`src/rtl/skolem_lshr_sched.sv`:
```
// skolem_lshr_sched: round-robin sequencer for the shared 4-bit LSHR Skolem core.
// Two requesters submit (s, t) pairs. The winner's operands drive the external
// combinational core, and its result x is captured and returned on a
// valid/ready response port.
// Build option SKOLEM_LSHR_VERIFY_EN adds the following:
//   - an iterative shift check of x (CHECK state)
//   - a computed rsp_ok
//   - the saturating err_cnt output port
// Without SKOLEM_LSHR_VERIFY_EN, rsp_ok reports 1 on every response.
module skolem_lshr_sched #(
  parameter int W       = 4,
  parameter int RR_INIT = 0
) (
  input  logic         clk,
  input  logic         rst,
  input  logic         req0_valid,
  output logic         req0_ready,
  input  logic [W-1:0] req0_s,
  input  logic [W-1:0] req0_t,
  input  logic         req1_valid,
  output logic         req1_ready,
  input  logic [W-1:0] req1_s,
  input  logic [W-1:0] req1_t,
  output logic [W-1:0] core_s,
  output logic [W-1:0] core_t,
  input  logic [W-1:0] core_x,
  output logic         rsp_valid,
  input  logic         rsp_ready,
  output logic         rsp_id,
  output logic [W-1:0] rsp_x,
  output logic         rsp_ok
`ifdef SKOLEM_LSHR_VERIFY_EN
  ,
  output logic [7:0]   err_cnt
`endif
);

  localparam logic [1:0] S_IDLE  = 2'd0;
  localparam logic [1:0] S_EVAL  = 2'd1;
  localparam logic [1:0] S_CHECK = 2'd2;
  localparam logic [1:0] S_RESP  = 2'd3;

  logic [1:0]   state;
  logic         prio;
  logic [W-1:0] s_reg;
  logic [W-1:0] t_reg;
  logic [W-1:0] x_reg;
  logic         id_reg;
  logic         ok_reg;
  logic         gnt0;
  logic         gnt1;

`ifdef SKOLEM_LSHR_VERIFY_EN
  localparam int CW = $clog2(W + 1);
  localparam logic [CW-1:0] K_MAX = CW'(W);
  localparam logic [W:0]    W_EXT = (W + 1)'(W);

  logic [W-1:0]  sh;
  logic [CW-1:0] cnt;
  logic [CW-1:0] k_load;

  // Shift amounts of W or more clamp to W. The zero-fill shifter already yields
  // zero after W steps, so further steps would only add latency.
  always_comb begin
    k_load = ({1'b0, s_reg} >= W_EXT) ? K_MAX : CW'(s_reg);
  end
`endif

  // Arbitration: a lone requester always wins. On contention, the holder of
  // priority wins. Grants are only visible while idle and out of reset.
  always_comb begin
    gnt0       = req0_valid && (!req1_valid || !prio);
    gnt1       = req1_valid && (!req0_valid || prio);
    req0_ready = !rst && (state == S_IDLE) && gnt0;
    req1_ready = !rst && (state == S_IDLE) && gnt1;
  end

  // Core operands come straight from the captured registers. This keeps them
  // stable for the whole operation.
  assign core_s    = s_reg;
  assign core_t    = t_reg;
  assign rsp_valid = (state == S_RESP);
  assign rsp_id    = id_reg;
  assign rsp_x     = x_reg;
  assign rsp_ok    = ok_reg;

  // Main sequencer: capture, evaluate, optionally verify, then hold the
  // response until it is consumed.
  always_ff @(posedge clk) begin
    if (rst) begin
      state  <= S_IDLE;
      prio   <= 1'(RR_INIT);
      s_reg  <= '0;
      t_reg  <= '0;
      x_reg  <= '0;
      id_reg <= 1'b0;
      ok_reg <= 1'b0;
`ifdef SKOLEM_LSHR_VERIFY_EN
      sh      <= '0;
      cnt     <= '0;
      err_cnt <= '0;
`endif
    end else begin
      case (state)
        S_IDLE: begin
          if (gnt0 || gnt1) begin
            s_reg  <= gnt1 ? req1_s : req0_s;
            t_reg  <= gnt1 ? req1_t : req0_t;
            id_reg <= gnt1;
            prio   <= !gnt1;
            state  <= S_EVAL;
          end
        end
        S_EVAL: begin
          x_reg <= core_x;
`ifdef SKOLEM_LSHR_VERIFY_EN
          sh    <= core_x;
          cnt   <= k_load;
          state <= S_CHECK;
`else
          ok_reg <= 1'b1;
          state  <= S_RESP;
`endif
        end
        S_CHECK: begin
`ifdef SKOLEM_LSHR_VERIFY_EN
          if (cnt != '0) begin
            sh  <= sh >> 1;
            cnt <= cnt - CW'(1);
          end else begin
            ok_reg <= (sh == t_reg);
            state  <= S_RESP;
          end
`else
          state <= S_RESP;
`endif
        end
        S_RESP: begin
          if (rsp_ready) begin
`ifdef SKOLEM_LSHR_VERIFY_EN
            if (!ok_reg && (err_cnt != 8'hFF)) begin
              err_cnt <= err_cnt + 8'd1;
            end
`endif
            state <= S_IDLE;
          end
        end
        default: state <= S_IDLE;
      endcase
    end
  end

endmodule

```
`config.mk`:
```
export PLATFORM = sky130hd
export DESIGN_NAME = skolem_lshr_sched
export DESIGN_NICKNAME = d
export VERILOG_FILES = /design/src/rtl/skolem_lshr_sched.sv
export SDC_FILE = /design/constraint.sdc
export NUM_CORES = 1
export LEC_CHECK = 0
export ABC_AREA = 1
export CAP_MARGIN = 20
export CORE_ASPECT_RATIO = 0.9
export CORE_UTILIZATION = 40
export DETAILED_ROUTE_END_ITERATION = 10
export GPL_TIMING_DRIVEN = 0
export HOLD_SLACK_MARGIN = 0.1
export PLACE_DENSITY = 0.86
export SYNTH_ARGS = -nofsm -noshare
export SYNTH_HDL_FRONTEND = slang
export SYNTH_SLANG_ARGS = --single-unit
```
`constraint.sdc`:
```
create_clock -name clk -period 1.2 [get_ports clk]
set_input_delay 0.24 -clock clk [delete_from_list [all_inputs] [get_ports clk]]
set_output_delay 0.24 -clock clk [all_outputs]
set_load 0.05 [all_outputs]
```
[Yosys cells after proc, flatten, opt, wreduce, memory -nomap -nowiden]
Cells that the tools add are included.
Storage, ports and cells
  logic and storage cells: 34
  output and inout bits: 17
  bits of input ports: 25
  register bits after elaboration: 17
Cells by class
  equality and inequality tests: 5
  reduce and logical (&&, ||, !) cells: 17
  muxes and demuxes: 5
Operators with widths (count)
  4-bit two-way mux: 2
  2-bit case mux with 3 select lines: 1
  1-bit logical AND: 5
  1-bit zero test: 5
  2-bit == test (second input constant): 2
  2-bit two-way mux: 2
  2-bit by 1-bit inequality test with 1-bit output (second input constant): 2
  2-bit AND reduction: 2
  1-bit logical OR: 3
  2-bit by 1-bit == test with 1-bit output (second input constant): 1
  2-bit zero test: 1
  2-bit OR reduction: 1

[Logic depth before layout (Yosys ltp)]
  depth after elaboration: 6
  gate-level depth with buffers: 7
  mapped depth without buffers: 7

[Worst setup path before layout]
No wires, ideal clock.
  path type: register -> output
  start point: register state[1]
  end point: output req0_ready
  path buffers: 0
  setup slack: -0.430 ns
  stages on the path, launching flop included: 5
  required time: 0.960 ns
  arrival time: 1.390 ns
  path through: dfxtp_1 -> inv_1 -> ha_1 -> nand2_1 -> nor2_1
Between the ends
  word-level cells in the longest chain between the ends: 3
RTL lines
  start: declaration: line 43  | logic [1:0] state;
  start signal: assignment: line 91  | state <= S_IDLE;
  start signal: assignment: line 111  | state <= S_EVAL;
  start signal: assignment: line 122  | state <= S_RESP;
  2-bit zero test: line 74  | req0_ready = !rst && (state == S_IDLE) && gnt0;
  1-bit logical AND (2 in a row): line 74
  end: declaration: line 17  | output logic req0_ready,
Every way passes these cells.

[Worst setup path in the final report]
  start point: register state[1]
  end point: output req1_ready
Between the ends
  word-level cells in the longest chain between the ends: 3
RTL lines
  2-bit zero test: line 75  | req1_ready = !rst && (state == S_IDLE) && gnt1;
  1-bit logical AND (2 in a row): line 75
  end: declaration: line 21  | output logic req1_ready,
Every way passes these cells.

==> flow_metrics.tcl <==
set metrics [dict create \
    yosysSeqAreaShare 0.384 \
    layout.cells.non_filler 214 \
    vias 1015 \
    htree_levels 1 \
    slowest_delay_ns 0.35 \
    regToRegSetupSlack_ns -0.07 \
    cp_top_family "flip-flops" \
    min_period_over_period 1.19 \
    max_slew.worst_pin.slew_ns 0.268 \
    final_cell_area_um2 1440 \
    portBuffers 41 \
    wire_per_inst_um 11.6 \
    cp_data_arrival_time_ns 1.19 \
    crit_end "req1_ready" \
    combPwrFrac 0.518 \
    pwr-share-clk 0.144 \
    fmax_mhz 700 \
    violations "negative setup slack" \
    cts_tree "done" \
    hold_depth 2 \
    viasPerCell 4.74 \
    worst_r2r_endpoint "state[0]$_SDFFE_PP0P_" \
    wl_met2_mm 1.30 \
    slowest_stage "dfxtp_2" \
    startpoint_type "flop" \
    synth_area_um2 886 \
    first_pass_iters 4 \
    clock_latency_ns 0.30 \
    core_area_um2 2010 \
    grt_pass1_vias 925 \
    numCtsBuffers 3 \
    p_int_mw 1.20 \
    worstHoldStart "rst" \
    ctsLongestPathBuffers 2 \
    fin_crit_ns 1.43 \
    critical_path_buf_inv_count 2 \
    critical_path_class "flop to output pin" \
    drtIter0Drc 16 \
    wl_mm 2.48 \
    grt_pass1_wl_mm 3.84 \
    synth_seq_cells 17 \
    required_ns 0.96 \
    p_sw_mw 0.991 \
    ir_drop_v 0.000937 \
    dp_cells 203 \
    antenna_found_initial 0 \
    cts_sinks 17 \
    switching_share 0.452 \
    met1_length_mm 1.04 \
    root_buffer "clkbuf_4" \
    status "finished with violations" \
    drv_cap 0 \
    synth_top_family_by_area "simple AND/OR/NAND/NOR gates" \
    synth_cell_types 15 \
    synthMuxAreaShare 0 \
    die_h_um 46.6 \
    ant_nets 0 \
    power.share.sequential 0.338 \
    die_area_um2 2410 \
    worst_slack_ns -0.228 \
    fin_nets 219 \
    drv_slew 0 \
    ctsHoldBuffers 0 \
    top_layer "met4" \
    drive_gt1_frac 0.280 \
    fin_skew_ns 0.00821 \
    relSlewSlack 0.823 \
    clk_pin_slew_ns 0.10 \
    wl_met3_um 100 \
    p_leak_nw 0.733 \
    r2r_cells 7 \
    syn2layout_area_growth_pct 62.9 \
    place_area_um2 1360 \
    rows 15 \
    synth_compound_area_frac 0.0508 \
    start_util 0.441 \
    synth-warning-count 0 \
    cp_max_fo 3 \
    rsz0062_at_grt "yes" \
    finalSetupViolations 6 \
    ios 42 \
    nFillCells 164 \
    synth_nets 166 \
    finalWeightedCongestion 0.806 \
    path_cells "inv_2 -> ha_4 -> nand2_4 -> nor2_4 -> buf_8" \
    die_width_um 51.6 \
    cp.depth 5 \
    critPathLaunch "state[1]$_SDFFE_PP0P_" \
    synth-simple-area-share 0.405 \
    grt_max_degree 18 \
    synthCells 137 \
    powerDensity_nw_per_um2 1520 \
    end_kind "output pin" \
    grt-ovfl-total 0 \
    drc 0 \
    reg2reg_from "state[1]$_SDFFE_PP0P_" \
    hp-class "input port to flop" \
    hold_viol 0 \
    avgSynthCellArea_um2 6.47 \
    antennaDiodeCount 0 \
    hpwl_mm 1.72 \
    synthAdderAreaFrac 0.0565 \
    grt_usage 0.219 \
    synth-xor-area-share 0 \
]
## routing by layer
metal	vias to the layer above	GRT usage
met3	4	0.0693
met2	20	0.382
met5	-	0
met4	0	0.0595
met1	470	0.262
li1	521	-
## state kept, by name (all words and copies together), names as in the netlist
signal	cells
core_s	4
state	2
rsp_x	4
core_t	4
rsp_ok	1
prio	1
rsp_id	1
## metrics by stage
step           utilization  TNS, ns  power, mW  setup WS, ns  hold slack (ns)
3_3_place_gp         0.677    -7.65       1.82         -1.11            0.450
5_1_grt              0.718    -1.16       2.34        -0.274            0.217
2_1_floorplan            -  -0.0224       1.50       -0.0224            0.309
3_5_place_dp         0.677    -7.98       1.85         -1.11            0.466
4_1_cts              0.692   -0.517       2.15        -0.224            0.487
6_report             0.718   -0.668       2.19        -0.228            0.195
## power by group through the flow
stage	logic, mW	clock network, mW	registers, mW
floorplan	0.445	0	1.05
global placement	1.07	0	0.745
detailed placement	1.10	0	0.749
CTS	1.08	0.328	0.737
global route	1.24	0.349	0.754
finish	1.14	0.315	0.741
## cell families after synthesis
group           Yosys count
buf+inv                  21
compound gates            9
fa+ha+maj                 4
simple gates             86
flops                    17
## cell usage in the layout, fill, tap and decap left out, types with 3 or more instances in the layout
master,Yosys,layout
clkbuf_4,0,3
nand2_1,39,38
buf_4,1,9
nor2_1,31,29
inv_2,0,5
buf_2,1,14
dfxtp_1,17,14
clkdlybuf4s50_1,0,21
nand3_1,10,9
inv_1,18,13
a21oi_2,0,3
## synthesized netlist by cell type
library cell,number,area (um^2)
buf_4,1,7.51
nand3_2,1,10.0
buf_2,1,5.00
buf_6,1,11.3
o21ai_0,4,20.0
nand4_1,1,6.26
ha_1,4,50.1
inv_1,18,67.6
nor2_1,31,116
nand2_4,1,11.3
dfxtp_1,17,340
a21oi_1,5,25.0
nand3_1,10,50.1
nand2_1,39,146
nand2_2,3,18.8
## how the worst min path moves through the flow
stage,endpoint
2_1_floorplan,prio$_SDFFE_PP0P_
3_3_place_gp,rsp_ok$_SDFFE_PP0N_
3_5_place_dp,rsp_ok$_SDFFE_PP0N_
4_1_cts,rsp_ok$_SDFFE_PP0N_
5_1_grt,prio$_SDFFE_PP0P_
6_report,prio$_SDFFE_PP0P_
## final cells by class
type / instances / area [um^2] / area share
Buffer: 2 / 18.8 / 0.0130
Clock buffer: 4 / 26.3 / 0.0182
Inverter: 18 / 67.6 / 0.0468
Multi-Input combinational cell: 99 / 538 / 0.373
Sequential cell: 17 / 349 / 0.242
Tap cell: 25 / 31.3 / 0.0217
Timing Repair Buffer: 49 / 412 / 0.285
## what timing repair did
item / CTS / global route
pin swaps: 3 / 4
cloned: 0 / 0
buffers inserted: 6 / 4
resized for setup: 108 / 12
setup endpoints to repair: 20 / 18
(Power assumes the default switching activity.)
